$ cat config.mk
export PLATFORM = sky130hd
export DESIGN_NAME = wb_dma_copier
export DESIGN_NICKNAME = d
export VERILOG_FILES = /design/src/rtl/wb_pkg.sv /design/src/rtl/wb_dma_buf.sv /design/src/rtl/wb_dma_copier.sv
export SDC_FILE = /design/constraint.sdc
export NUM_CORES = 1
export LEC_CHECK = 0
export ABC_CLOCK_PERIOD_IN_PS = 3200
export CAP_MARGIN = 30
export CORE_ASPECT_RATIO = 1.25
export CORE_UTILIZATION = 45
export DETAILED_ROUTE_END_ITERATION = 8
export PLACE_DENSITY = 0.79
export SLEW_MARGIN = 5
export SYNTH_ARGS = -nofsm -noshare
export SYNTH_HDL_FRONTEND = slang
export SYNTH_SLANG_ARGS = --single-unit
$ cat constraint.sdc
create_clock -name sys_clk -period 3.2 [get_ports sys_clk]
set_clock_uncertainty 0.2 [all_clocks]
set_input_delay 0.64 -clock sys_clk [delete_from_list [all_inputs] [get_ports sys_clk]]
set_output_delay 0.64 -clock sys_clk [all_outputs]
set_load 0.02 [all_outputs]
$ cat src/rtl/wb_pkg.sv
// Shared Wibone definitions for the block-copy initiator.
//   - Cycle-type (CTI) and burst-type (BTE) encodings used on the bus.
//   - The copier's state encoding.
//   - beat_cti(): the cycle type to present for a given beat of a burst.
package wb_pkg;

    localparam logic [2:0] CTI_CLASSIC = 3'b000;
    localparam logic [2:0] CTI_INCR    = 3'b010;
    localparam logic [2:0] CTI_END     = 3'b111;
    localparam logic [1:0] BTE_LINEAR  = 2'b00;

    typedef enum logic [2:0] {
        ST_IDLE,
        ST_RD,
        ST_GAP,
        ST_WR,
        ST_FIN
    } dma_state_e;

    // A one-word burst is a classic cycle; longer bursts are incrementing
    // with the final beat marked as end-of-burst.
    function automatic logic [2:0] beat_cti(input logic [4:0] beat, input logic [4:0] chunk);
        if (chunk == 5'd1) begin
            return CTI_CLASSIC;
        end else if (beat == chunk - 5'd1) begin
            return CTI_END;
        end else begin
            return CTI_INCR;
        end
    endfunction

endpackage

$ cat src/rtl/wb_dma_buf.sv
// Burst staging buffer: DEPTH x 32 register file.
//   clk      - clock
//   wr_en    - write strobe
//   wr_idx   - write index
//   wr_data  - write data
//   rd_idx   - read index
//   rd_data  - read data (combinational from rd_idx)
module wb_dma_buf
    import wb_pkg::*;
#(
    parameter int DEPTH = 4,
    parameter int IW    = 2
) (
    input  logic          clk,
    input  logic          wr_en,
    input  logic [IW-1:0] wr_idx,
    input  logic [31:0]   wr_data,
    input  logic [IW-1:0] rd_idx,
    output logic [31:0]   rd_data
);

    logic [31:0] mem [DEPTH];

    // Contents are don't-care after reset, so the array carries no reset.
    always_ff @(posedge clk) begin
        if (wr_en) begin
            mem[wr_idx] <= wr_data;
        end
    end

    assign rd_data = mem[rd_idx];

endmodule

$ cat src/rtl/wb_dma_copier.sv
// Wishbone block copier: moves len 32-bit words from src_adr to dst_adr in
// bursts of up to BURST words (read burst into buffer, idle cycle, write burst).
//   sys_clk, sys_rst          - clock, synchronous active-high reset
//   start, src_adr, dst_adr,
//   len                       - command strobe and operands (accepted when idle)
//   busy, done, error,
//   words_done                - status
//   wb_*                      - Wishbone initiator port
module wb_dma_copier
    import wb_pkg::*;
#(
    parameter int BURST = 4,
    parameter int LEN_W = 16
) (
    input  logic             sys_clk,
    input  logic             sys_rst,
    input  logic             start,
    input  logic [29:0]      src_adr,
    input  logic [29:0]      dst_adr,
    input  logic [LEN_W-1:0] len,
    output logic             busy,
    output logic             done,
    output logic             error,
    output logic [LEN_W-1:0] words_done,
    output logic [29:0]      wb_adr_o,
    output logic [31:0]      wb_dat_o,
    input  logic [31:0]      wb_dat_i,
    output logic [3:0]       wb_sel_o,
    output logic             wb_cyc_o,
    output logic             wb_stb_o,
    output logic             wb_we_o,
    output logic [2:0]       wb_cti_o,
    output logic [1:0]       wb_bte_o,
    input  logic             wb_ack_i,
    input  logic             wb_err_i
);

    localparam int IW = (BURST > 1) ? $clog2(BURST) : 1;
    localparam int CW = $clog2(BURST) + 1;

    dma_state_e       state_q, state_d;
    logic             busy_q, busy_d;
    logic             done_q, done_d;
    logic             error_q, error_d;
    logic [LEN_W-1:0] words_q, words_d;
    logic [LEN_W-1:0] remaining_q, remaining_d;
    logic [29:0]      src_q, src_d;
    logic [29:0]      dst_q, dst_d;
    logic [29:0]      adr_q, adr_d;
    logic             cyc_q, cyc_d;
    logic             we_q, we_d;
    logic [2:0]       cti_q, cti_d;
    logic [CW-1:0]    beat_q, beat_d;
    logic [CW-1:0]    chunk_q, chunk_d;
    logic             to_wr_q, to_wr_d;

    logic             buf_we;
    logic [31:0]      buf_rd;
    logic             beat_ack;
    logic             beat_err;
    logic             last_beat;
    logic [CW-1:0]    new_chunk;

    wb_dma_buf #(
        .DEPTH (BURST),
        .IW    (IW)
    ) u_buf (
        .clk     (sys_clk),
        .wr_en   (buf_we),
        .wr_idx  (beat_q[IW-1:0]),
        .wr_data (wb_dat_i),
        .rd_idx  (beat_q[IW-1:0]),
        .rd_data (buf_rd)
    );

    // err wins over a simultaneous ack
    assign beat_err  = cyc_q & wb_err_i;
    assign beat_ack  = cyc_q & wb_ack_i & ~wb_err_i;
    assign last_beat = (beat_q == chunk_q - CW'(1));

    always_comb begin
        if (remaining_q >= LEN_W'(BURST)) begin
            new_chunk = CW'(BURST);
        end else begin
            new_chunk = remaining_q[CW-1:0];
        end
    end

    always_comb begin
        state_d     = state_q;
        busy_d      = busy_q;
        done_d      = 1'b0;
        error_d     = error_q;
        words_d     = words_q;
        remaining_d = remaining_q;
        src_d       = src_q;
        dst_d       = dst_q;
        adr_d       = adr_q;
        cyc_d       = cyc_q;
        we_d        = we_q;
        cti_d       = cti_q;
        beat_d      = beat_q;
        chunk_d     = chunk_q;
        to_wr_d     = to_wr_q;
        buf_we      = 1'b0;

        case (state_q)
            ST_IDLE: begin
                if (start) begin
                    src_d       = src_adr;
                    dst_d       = dst_adr;
                    remaining_d = len;
                    error_d     = 1'b0;
                    words_d     = '0;
                    busy_d      = 1'b1;
                    to_wr_d     = 1'b0;
                    // The idle cycle doubles as the launch cycle: it decides
                    // between a read burst and an immediate finish (len=0).
                    state_d     = ST_GAP;
                end
            end

            ST_GAP: begin
                if (to_wr_q) begin
                    state_d = ST_WR;
                    adr_d   = dst_q;
                    cyc_d   = 1'b1;
                    we_d    = 1'b1;
                    beat_d  = '0;
                    cti_d   = beat_cti(5'd0, 5'(chunk_q));
                end else if (remaining_q != '0) begin
                    state_d = ST_RD;
                    chunk_d = new_chunk;
                    adr_d   = src_q;
                    cyc_d   = 1'b1;
                    we_d    = 1'b0;
                    beat_d  = '0;
                    cti_d   = beat_cti(5'd0, 5'(new_chunk));
                end else begin
                    state_d = ST_FIN;
                    busy_d  = 1'b0;
                    done_d  = 1'b1;
                end
            end

            ST_RD, ST_WR: begin
                if (beat_err) begin
                    cyc_d   = 1'b0;
                    we_d    = 1'b0;
                    cti_d   = CTI_CLASSIC;
                    error_d = 1'b1;
                    busy_d  = 1'b0;
                    done_d  = 1'b1;
                    state_d = ST_FIN;
                end else if (beat_ack) begin
                    if (state_q == ST_RD) begin
                        buf_we = 1'b1;
                    end else begin
                        words_d = words_q + LEN_W'(1);
                        dst_d   = dst_q + 30'd1;
                    end
                    if (last_beat) begin
                        cyc_d   = 1'b0;
                        we_d    = 1'b0;
                        cti_d   = CTI_CLASSIC;
                        state_d = ST_GAP;
                        if (state_q == ST_RD) begin
                            to_wr_d = 1'b1;
                        end else begin
                            to_wr_d     = 1'b0;
                            remaining_d = remaining_q - LEN_W'(chunk_q);
                            src_d       = src_q + 30'(chunk_q);
                        end
                    end else begin
                        adr_d  = adr_q + 30'd1;
                        beat_d = beat_q + CW'(1);
                        cti_d  = beat_cti(5'(beat_q + CW'(1)), 5'(chunk_q));
                    end
                end
            end

            ST_FIN: begin
                state_d = ST_IDLE;
            end

            default: begin
                state_d = ST_IDLE;
            end
        endcase
    end

    always_ff @(posedge sys_clk) begin
        if (sys_rst) begin
            state_q     <= ST_IDLE;
            busy_q      <= 1'b0;
            done_q      <= 1'b0;
            error_q     <= 1'b0;
            words_q     <= '0;
            remaining_q <= '0;
            src_q       <= '0;
            dst_q       <= '0;
            adr_q       <= '0;
            cyc_q       <= 1'b0;
            we_q        <= 1'b0;
            cti_q       <= CTI_CLASSIC;
            beat_q      <= '0;
            chunk_q     <= '0;
            to_wr_q     <= 1'b0;
        end else begin
            state_q     <= state_d;
            busy_q      <= busy_d;
            done_q      <= done_d;
            error_q     <= error_d;
            words_q     <= words_d;
            remaining_q <= remaining_d;
            src_q       <= src_d;
            dst_q       <= dst_d;
            adr_q       <= adr_d;
            cyc_q       <= cyc_d;
            we_q        <= we_d;
            cti_q       <= cti_d;
            beat_q      <= beat_d;
            chunk_q     <= chunk_d;
            to_wr_q     <= to_wr_d;
        end
    end

    assign busy       = busy_q;
    assign done       = done_q;
    assign error      = error_q;
    assign words_done = words_q;
    assign wb_adr_o   = adr_q;
    assign wb_cyc_o   = cyc_q;
    assign wb_stb_o   = cyc_q;
    assign wb_we_o    = we_q;
    assign wb_cti_o   = cti_q;
    assign wb_bte_o   = BTE_LINEAR;
    assign wb_sel_o   = cyc_q ? 4'b1111 : 4'b0000;
    // Buffer contents are undefined outside a write burst, so keep the bus quiet.
    assign wb_dat_o   = we_q ? buf_rd : 32'd0;

endmodule

## After elaboration in Yosys (flattened, before gate mapping)

Memory sizes are Yosys's and may differ from the RTL's. A register that Yosys moved wholly into a read port is not among the register bits.
Index checks and enable logic that the tools add are counted.

| storage, ports and cells | value |
|---|---|
| flip-flop bits (word level) | 140 |
| bits of input ports | 113 |
| output and inout bits | 93 |
| memory bits (writable) | 128 |
| logic and storage cells | 158 |
| memories | 1 |

| cells by class | value |
|---|---|
| equal/unequal tests | 19 |
| add/sub/neg operators | 10 |
| bitwise gates (word level) | 5 |
| reductions and logical operators | 18 |
| mux-type cells | 89 |
| $lt $le $gt $ge | 1 |

Memories:

| name | depth | width | rd ports | clocked after Yosys merged registers in | write ports | line | source |
|---|---|---|---|---|---|---|---|
| u_buf.mem | 4 | 32 | 1 | 1 | 1 | wb_dma_buf.sv:22 | `logic [31:0] mem [DEPTH];` |

Operators with widths:

| kind | number |
|---|---|
| $mux 30 | 14 |
| $pmux 30 s2 | 3 |
| $mux 16 | 9 |
| $mux 3 | 23 |
| $pmux 16 s2 | 2 |
| $add 30x1->30 const B | 2 |
| $mux 32 | 1 |
| $add 30x3->30 | 1 |
| $mux 1 | 25 |
| $reduce_and 5->1 | 4 |
| $ne 2x2->1 const B | 9 |
| $add 16x1->16 const B | 1 |
| $ge 16x3->1 const B | 1 |
| $reduce_bool 16->1 | 1 |
| $sub 16x3->16 | 1 |
| $pmux 3 s2 | 2 |
| $reduce_and 3->1 | 4 |
| $logic_not 5->1 | 2 |
| $pmux 1 s2 | 5 |
| $eq 3x1->1 const B | 3 |
| $ne 3x3->1 const B | 3 |
| $pmux 3 s3 | 1 |
| $sub 3x1->4 const B | 2 |
| $eq 3x2->1 const B | 2 |
| 16 further kinds | 21 |

## Depth between registers and ports, before layout

| logic depth | value |
|---|---|
| word-level depth | 9 |
| depth in mapped cells | 10 |
| mapped depth without buffers | 9 |

## Hierarchy

From an unflattened synthesis, not the netlist that was laid out.

| unflattened totals | value |
|---|---|
| cells, all modules | 1380 |
| area total of the unflattened synthesis | 13623.1 um2 |

By module, submodules not included:

| module | times used | cells an instance | area an instance (um2) | seq. area each (um2) |
|---|---|---|---|---|
| wb_dma_copier | 1 | 1209 | 8933.6 | 2782.7 |
| wb_dma_buf | 1 | 171 | 4689.5 | 3843.7 |

## Worst setup path after synthesis

OpenSTA, ideal clock, no wires.

| timing path | value |
|---|---|
| path type | reg2reg |
| start point | reg state_q[2] |
| end point | mem u_buf.mem[2][0], enable pin |
| buffers on the path | 4 |
| data arrival time | 2.261 ns |
| path slack | 0.347 ns |
| clock period less this slack | 2.853 ns |
| stages on the path, launching flop included | 8 |
| required time | 2.608 ns |
| library setup time | 0.392 ns |
| path through | dfxtp_1 -> clkbuf_1 -> nand2b_1 -> buf_2 -> clkbuf_1 -> buf_1 -> nor3_1 -> and2_1 |

| on the way | value |
|---|---|
| word-level cells in the longest chain between the ends | 7 |
| elaborated cells on any way between the ends | 9 |
| classes of those cells | eq/ne: 2; mux: 6; reduce/logical: 1 |

RTL lines:

| element | line | source |
|---|---|---|
| start, declared | wb_dma_copier.sv:41 | `dma_state_e state_q, state_d;` |
| start signal, assigned | wb_dma_copier.sv:210 | `state_q <= state_d;` |
| $eq 3x1->1 | wb_dma_copier.sv:107, wb_dma_copier.sv:156 |  |
| $mux 1 | wb_dma_copier.sv:156 | `if (state_q == ST_RD) begin` |
| $mux 1 | wb_dma_copier.sv:155 | `end else if (beat_ack) begin` |
| $mux 1 | wb_dma_copier.sv:147 | `if (beat_err) begin` |
| $mux 1 (*) | wb_dma_copier.sv:107 | `case (state_q)` |
| $mux 1 (*) | wb_dma_buf.sv:26 | `if (wr_en) begin` |
| $mux 1 (not written as such) (*) | wb_dma_buf.sv:27 | `mem[wr_idx] <= wr_data;` |
| end, declared | wb_dma_buf.sv:22 |  |

Mark *: on every way between the ends. The rest lies on a longest branch, timed or not.

==> impl_metrics.env <==
export IMPL_hold_path_cell_count=2
export IMPL_async_flop_share_pct=0
export IMPL_mean_syn_cell_area_um2=9.68
export IMPL_timing_critical_path_from_type="flop"
export IMPL_drcViolationCount=0
export IMPL_drt_pass1_iterations=7
export IMPL_start_util_pct=45.9
export IMPL_timing_critical_path_max_delay_family="buffers and inverters"
export IMPL_ctsRootBufferMaster="clkbuf_16"
export IMPL_first_pass_grt_wire_length_um=59300
export IMPL_critical_path_cell_chain="buf_12 -> mux4_2 -> and2_1 -> dlygate4sd2_1"
export IMPL_track_usage_pct=24.1
export IMPL_tightestPinTransition_ns=0.831
export IMPL_share_of_the_clock_period_used_by_the_worst_path_pct=95.7
export IMPL_fp_dieW_um=159
export IMPL_fraction_of_final_layout_cells_sized_beyond_drive_strength_1_pct=9.53
export IMPL_power_density_cell_area_nw_per_um2=686
export IMPL_antenna_found_initial=1
export IMPL_grt_setup_unrepaired="false"
export IMPL_wl_per_cell_um=19.2
export IMPL_endpoint_kind="output port"
export IMPL_leakage_component_of_the_power_uw=0.00584
export IMPL_routed_via_density=6.01
export IMPL_setup_reg_to_reg_worst_slack_ns=0.29
export IMPL_postSynth_topFlopCell="dfxtp_1"
export IMPL_yosysWarningCount=0
export IMPL_clock_insertion_delay_worst_skew_ns=0.55
export IMPL_cts_tree="built"
export IMPL_max_stage_delay_cell_worst_path="mux4_2"
export IMPL_slew_violations=0
export IMPL_design_final_nets=1716
export IMPL_post_synth_inst_count=1427
export IMPL_hold_path_end="error"
export IMPL_cts_htree_levels=1
export IMPL_regArea_um2=6670
export IMPL_multiInputGateArea_um2=6650
export IMPL_critical_path_reg2reg_endpoint="wb_adr_o[15]"
export IMPL_total_die_area_um2=31400
export IMPL_first_global_vias=11300
export IMPL_relSlewSlack_pct=44.1
export IMPL_post_route_min_period_ns=3.06
export IMPL_timing_worst_setup_path_type="flop to output port"
export IMPL_synth_edf_count=128
export IMPL_ios=206
export IMPL_r2r_cells=9
export IMPL_rows=71
export IMPL_area_growth_syn_to_layout_pct=24.8
export IMPL_critPathRequiredTime_ns=2.36
export IMPL_maxClockFrequency_mhz=327
export IMPL_critPathMaxStageDelay_ns=0.53
export IMPL_grt_max_degree=100
export IMPL_finalSetupTns_ns=0
export IMPL_clk_transition_reported_paths_ns=0.07
export IMPL_rr_startpoint="chunk_q[1]"
export IMPL_ys_ff_latch=269
export IMPL_floorplan_core_area_um2=30100
export IMPL_detail_route_wirelength_um=38500
export IMPL_p_total_uw=11800
export IMPL_worstHoldStart="error"
export IMPL_buffer_ports_inserted=203
export IMPL_crit_fanout=32
export IMPL_post_cts_setup_buffer_count=0
export IMPL_timing_max_cap_violations=0
export IMPL_clock_sinks=269
export IMPL_chipHeight_um=198
export IMPL_path_buf_inv=2
export IMPL_place_congestion=0.906
export IMPL_dp_final_hpwl_um=26500
export IMPL_hold_path_class="flop to flop"
export IMPL_critical_path_arrival_ns=2.22
export IMPL_setup_violations=0
export IMPL_max_vdd_ir_drop_mv=0.429
export IMPL_synth_seq_area_share_pct=48.3
export IMPL_tritoncts_num_buffers=27
export IMPL_gr_total_overflow=0
export IMPL_mappedNetlistArea_um2=13800
export IMPL_status="complete, no violations"
export IMPL_synthDistinctLibCells=78
export IMPL_dr_first_iter_drc_count=1066
export IMPL_cts_buffer_depth=3
export IMPL_detail_route_antenna_nets=0
export IMPL_layout_commonest_cell="clkdlybuf4s50_1"
export IMPL_final_hold_viol_count=0
export IMPL_vias=12100
export IMPL_num_fill_cells=2534
export IMPL_layout_cells_most_common_list="clkdlybuf4s50_1, nor2_1, dfxtp_1"
==> worst register-to-register path, stage by stage, from the launching register on <==
cell	delay, ns
dfxtp_1	0.45
inv_1	0.16
ha_1	0.35
xor2_1	0.17
and4b_1	0.27
nor3_1	0.45
nor2_2	0.20
buf_4	0.28
o21ai_0	0.18
o31ai_1	0.08
==> per-layer routing <==
metal | routed length, um | vias to the layer above | global-route usage (%)
met5 | 0 | - | 0
met3 | 2980 | 118 | 3.02
met1 | 15000 | 5714 | 30.2
met4 | 1820 | 0 | 11.8
li1 | - | 5623 | -
met2 | 18700 | 620 | 40.6
==> cell usage after synthesis, types with 7 or more instances <==
library cell | instances | area share, %
nor2_1 | 157 | 4.3
dfxtp_1 | 141 | 20
edfxtp_1 | 128 | 28
a21oi_1 | 124 | 4.5
nand2_1 | 104 | 2.8
o21ai_0 | 81 | 2.9
clkbuf_1 | 70 | 1.9
nor3_1 | 52 | 1.9
and2_1 | 48 | 2.2
nand3_1 | 45 | 1.6
mux4_2 | 32 | 5.2
nor4_1 | 29 | 1.3
a211oi_1 | 26 | 1.4
mux2i_1 | 26 | 1.9
nand4_1 | 22 | 1.0
o21ai_1 | 22 | 0.80
and3_1 | 17 | 0.77
inv_1 | 17 | 0.46
o31ai_1 | 17 | 0.92
a22oi_1 | 15 | 0.82
ha_1 | 15 | 1.4
buf_1 | 14 | 0.38
o21ai_2 | 14 | 0.89
a31oi_1 | 13 | 0.59
nor2b_1 | 11 | 0.50
or3_1 | 11 | 0.50
buf_2 | 10 | 0.36
nor3b_1 | 10 | 0.54
o22ai_1 | 10 | 0.45
xnor2_1 | 10 | 0.63
a21o_1 | 9 | 0.49
buf_4 | 9 | 0.49
nand2b_1 | 9 | 0.41
xor2_1 | 8 | 0.51
o211ai_1 | 7 | 0.38
or2_2 | 7 | 0.32
==> final cells by class <==
class / count / area share (%)
Antenna cell: 1 / 0.0145
Clock buffer: 31 / 4.01
Clock inverter: 18 / 1.60
Inverter: 17 / 0.370
Multi-Input combinational cell: 1036 / 38.6
Sequential cell: 269 / 38.7
Tap cell: 401 / 2.91
Timing Repair Buffer: 235 / 13.8
==> flip-flops by register name, summed over array words and instances (netlist names), named ones only <==
register / cells
src_q: 30
remaining_q: 16
u_buf.mem: 128
wb_cyc_o: 1
beat_q: 3
wb_cti_o: 2
chunk_q: 3
busy: 1
error: 1
words_done: 16
dst_q: 30
to_wr_q: 1
done: 1
wb_adr_o: 30
wb_we_o: 1
state_q: 3
==> repair_timing <==
item,in CTS,in global routing
gates resized for setup,32,0
setup endpoints to repair,32,0
hold buffers,0,0
==> through the flow <==
stage               setup slack, ns  util (%)  area, um^2  instances  hold slack [ns]
floorplan                     0.347         -       13800       1428            0.250
global placement              0.273      54.1       16300       1958            0.264
detailed placement            0.272      54.1       16300       1958            0.266
CTS                          0.0934      57.2       17200       2007            0.280
global route                 0.0368      57.2       17200       2007            0.310
finish                        0.139      57.2       17200       2008            0.268
==> cells by family after synthesis <==
logic type / Yosys count / share of synthesized area, %
and+or+nand+nor: 561 / 20.9
other: 1 / 0.0272
muxes: 62 / 7.43
xor gates and xnor gates: 19 / 1.30
adders and majority gates: 17 / 1.65
AOI/OAI and AO/OA: 375 / 16.5
buffers and inverters: 123 / 3.90
DFF: 269 / 48.3
==> where the power goes <==
part	switching, uW	internal, uW
logic	2220	1500
clock network	1360	2120
registers	633	4000
==> how the worst max path moves through the flow <==
| stage | from | to | slack (ns) | cells past startpoint |
|---|---|---|---|---|
| 2_1_floorplan | state_q[2] | u_buf.mem[2][0] | 0.35 | 7 |
| 4_1_cts | flop | wb_dat_o[24] | 0.09 | 4 |
| 6_report | flop | wb_dat_o[24] | 0.14 | 4 |
| 3_5_place_dp | wb_err_i | u_buf.mem[2][9] | 0.27 | 5 |
| 3_3_place_gp | wb_err_i | wb_adr_o[15] | 0.27 | 7 |
| 5_1_grt | flop | wb_dat_o[24] | 0.04 | 4 |
Power figures use the tool's default switching activity.
==> edit 1 (config.mk and constraints unchanged) <==
Change the parameter `LEN_W` from 16 to 32.
--- a/src/rtl/wb_dma_copier.sv
+++ b/src/rtl/wb_dma_copier.sv
@@ -11,5 +11,5 @@
 #(
     parameter int BURST = 4,
-    parameter int LEN_W = 16
+    parameter int LEN_W = 32
 ) (
     input  logic             sys_clk,
Interface: changed (resized len and words_done); port bits go from 206 to 238. No check against the original RTL was run, so the function may have changed too.
==> edit 1 against the unedited design <==
- sequential cell count rose by 32
- register-to-register slack barely moved
- sequential power up 14%
- worst hold slack improved by 0.00095 ns
- combinational power rose by 64%
- cell area grew 15%
- sequential share of layout area shrank 1.9 points
- synthesized area grew 14%
- total power is 28% higher
- setup slack got worse by 0.021 ns
- first-iteration DRC count is 41% higher
- highest routed layer unchanged
- final cell count is 16% higher
- routed wire length increased by 24%
==> edit 1: results (changes against the unedited design) <==
* Final WL at 47,700 µm (+24%)
* Non-Filler Instances at 2,329 (+16%)
* Met2 Routed Length at 23,000 µm (+23%)
* RR Startpoint: src_q[11]
* Sequential area share after synthesis at 0.463 (-0.0197)
* Multiplexer share of the synthesized area at 0.0652 (-0.00904)
* Global-route track usage on met2 at 0.440 (+0.0349)
* Synth area leaders: edfxtp_1 (24%), dfxtp_1 (22%), mux4_2 (4.6%)
* R2r endpoint: src_q[25]
* Worst Reg-to-Reg Cells at 5 (-4)
* Critical Path AT at 2.24 ns (+0.02 ns)
* Number of antenna violations at the first check in global routing at 0 (-1)
* DP Area at 18,900 µm² (+16%)
* Num CTS Buffers at 31 (+15%)
* HP Class: reg -> reg
* Synth Area in Compound Gates at 0.204 (+0.0390)
* Leak at 6.55 nW (+12%)
* Worst slew margin at 0.404 (-0.0375)
* Gpl congestion at 0.956 (+5.5%)
* Post-Syn Instances at 1,638 (+15%)
* First-pass GRT wire length at 74,900 µm (+26%)
* Post-synth top cells: dfxtp_1 (173), nand2_1 (136), edfxtp_1 (128)
* Layout cells sized above 1 at 0.0973 (+0.00199)
* Pre-CTS WS at -0.00924 ns (-0.281 ns)
* Vias in the first global route at 14.1k (+25%)
* Yosys cell types at 80 (+2.6%)
* Worst hold start: error
* Total Nets Final at 1,983 (+16%)
* Diodes inserted at 0 (-1)
* WS Path Type: reg -> out
* Drt pass-1 iters at 6 (-1)
* Adder-cell share of the synthesized area at 0.0144 (-0.00206)
* Tot GR Track Use at 0.262 (+0.0212)
* Global routing usage on met1 at 0.329 (+0.0270)
* Via density at 6.30 (+4.8%)
* Routed wl met3 at 3870 µm (+30%)
* H-tree levels at 1 (unchanged)
* Peak supply drop at 525 µV (+22%)
* Max FFs per register at 128 (unchanged)
* Status: complete, no violations
* Fill count at 2,912 (+15%)
* Worst skew pair latency at 0.57 ns (+0.02 ns)
* Post-DP HPWL at 32,700 µm (+23%)
* Number of port buffers at 235 (+16%)
* Initial DRC count at 1,500 (+41%)
* Largest net degree at the start of global routing at 119 (+19%)
* Met3 usage at 0.0310 (+0.000830)
* Hold path depth at 1 (-1)
==> edit 1: logic make-up (layout without fill, tap and decap cells) <==
| group | after synthesis | after routing |
|---|---|---|
| AND/OR/NAND/NOR | 598 | 598 |
| AO/OA/AOI/OAI | 470 | 470 |
| flip-flops | 301 | 301 |
| buffers and inverters | 172 | 394 |
| multiplexers | 62 | 62 |
| adder cells (fa/ha/maj) | 17 | 17 |
| XOR/XNOR | 17 | 17 |
| other | 1 | 2 |
==> edit 1: worst max-delay path by stage <==
stage                                end  slack (ns)  cells after the start
final                        wb_dat_o[1]        0.12                      4
after global routing         wb_dat_o[1]        0.01                      4
after CTS                    wb_dat_o[1]        0.07                      4
after detailed placement  words_done[28]      -0.009                      6
after global placement    words_done[22]        0.04                      6
after floorplan                src_q[24]        0.44                      8
==> edit 1: report_power, final <==
group	internal, mW	switching (mW)
Clock	2.21	1.53
Sequential	4.53	0.754
Combinational	2.34	3.74
Total	9.08	6.02
==> edit 1: layout make-up <==
cell class,instances,area share
Tap cell,468,0.0295
Sequential cell,301,0.368
Multi-Input combinational cell,1166,0.394
Inverter,36,0.00680
Timing Repair Buffer,301,0.150
Clock buffer,43,0.0418
Clock inverter,14,0.0102
==> edit 1: critical path: cells and delay by family (launching register included) <==
family	cells	cell delay (ns)
flip-flops	1	0.34
multiplexers	1	0.54
buffers and inverters	2	0.58
AND/OR/NAND/NOR	1	0.19
==> edit 1: stage by stage <==
stage / setup TNS, ns / hold slack [ns] / utilization
6_report: 0 / 0.269 / 0.576
5_1_grt: 0 / 0.301 / 0.576
4_1_cts: 0 / 0.272 / 0.576
3_5_place_dp: -0.00924 / 0.257 / 0.547
3_3_place_gp: 0 / 0.250 / 0.547
2_1_floorplan: 0 / 0.248 / -
==> edit 2 (same flow settings) <==
Made on the original files. Put one more register stage on the output `error`, without a reset. The value now appears one clock later. The other outputs are not delayed to match.
--- a/src/rtl/wb_dma_copier.sv
+++ b/src/rtl/wb_dma_copier.sv
@@ -228,5 +228,7 @@
     assign busy       = busy_q;
     assign done       = done_q;
-    assign error      = error_q;
+    always_ff @(posedge sys_clk) begin
+        error <= error_q;
+    end
     assign words_done = words_q;
     assign wb_adr_o   = adr_q;
Check against the original RTL: not equivalent (a bounded check fails within 4 cycles, from zero or initial values and one cycle with sys_rst high).
==> edit 2 against the unedited design <==
- setup slack got worse by 0.081 ns
- synthesized area grew 0.14%
- routed wire length rose by 1.4%
- register-to-register slack about the same
- cell area is 0.80% higher
- clock power is 5% lower
- non-clock buffer count rose by 6
- sequential cell count up 1
- total power shrank 1.1%
- critical path type unchanged
- critical endpoint is now wb_dat_o[30]
- largest power group unchanged
==> edit 2: results (changes against the unedited design) <==
* Status: complete, no violations
* First-pass GRT wire length at 61,600 µm (+4.0%)
* Post-Synth XOR/XNOR Area at 0.0130 (-0.0000189)
* Gpl congestion at 0.913 (+0.73%)
* Critical Path AT at 2.30 ns (+0.08 ns)
* Critical Path Sink: wb_dat_o[30]
* Post-CTS Setup Bufs at 1 (+1)
* Peak supply drop at 458 µV (+6.8%)
* Sequential area share after synthesis at 0.483 (+0.000749)
* Num CTS Buffers at 28 (+3.7%)
* Crit Path Max Fanout at 12 (-63%)
* Met3 usage at 0.0329 (+0.00268)
* Global routing usage on met1 at 0.312 (+0.00966)
* Post-DP HPWL at 26,700 µm (+0.70%)
* Via density at 6.01 (about the same)
* Worst slew margin at 0.429 (-0.0126)
* Initial DRC count at 1,120 (+5.1%)
* Hold path depth at 0 (-2)
* Final setup viols at 0 (unchanged)
* Vias in the first global route at 11.4k (+0.70%)
* Max FFs per register at 128 (unchanged)
* R2r endpoint: wb_adr_o[27]
* DP Area at 16,400 µm² (+0.46%)
* Layout cells sized above 1 at 0.101 (+0.00560)
* Leak at 6.02 nW (+3.1%)
* Worst Hold Path EP: error
* Placed insts at 1,964 (+0.31%)
* Total Nets Final at 1,724 (+0.47%)
* Pre-CTS WS at 0.262 ns (-0.00969 ns)
* Period Utilization, post-route at 0.982 (+0.0253)
* WL/cell at 19.4 µm (+0.86%)
* Worst hold start: error_q
* Via count at 12.1k (+0.46%)
* Cell Int Power at 7.49 mW (-1.7%)
* Worst Reg-to-Reg Cells at 7 (-2)
* Largest net degree at the start of global routing at 97 (-3.0%)
* Slowest CP cell: clkdlybuf4s50_1
* Register area at 6690 µm² (+0.34%)
* Clk pwr at 3.31 mW (-5%)
* Final Total Pwr at 11.7 mW (-1.1%)
* Multiplexer share of the synthesized area at 0.0742 (-0.000108)
* Global-route track usage on met2 at 0.412 (+0.00682)
* Power Combinational at 3.75 mW (+1%)
* RR Startpoint: remaining_q[10]
==> edit 2: cell count changes after synthesis, sizes merged <==
| cell | before | now |
|---|---|---|
| dfxtp | 141 | 142 |
==> edit 2: critical path, delay by kind of cell, from the launching register on <==
family / cells / cell delay, ns
mux: 1 / 0.51
buf+inv: 2 / 0.70
simple gates: 1 / 0.17
flops: 1 / 0.39
==> edit 2: per-layer routing <==
layer	share of wire	routed length (µm)
met5	0	0
met4	0.039	1540
met3	0.068	2640
met2	0.49	19100
met1	0.40	15800
==> edit 2: layout make-up <==
class	instances	area share
diodes	1	0.000144
clock buffers	35	0.0448
repair buffers	241	0.145
multi-input cells	1036	0.382
inverters	17	0.00367
well taps	401	0.0289
flip-flops and latches	270	0.385
clock inverters	17	0.00958
==> edit 2: cells by family (layout without fill, tap and decap cells) <==
kind of cell,Yosys count,after routing
buffers and inverters,123,310
xor gates and xnor gates,19,19
other,1,3
AOI/OAI and AO/OA,375,375
adders and majority gates,17,17
and+or+nand+nor,561,561
DFF,270,270
muxes,62,62
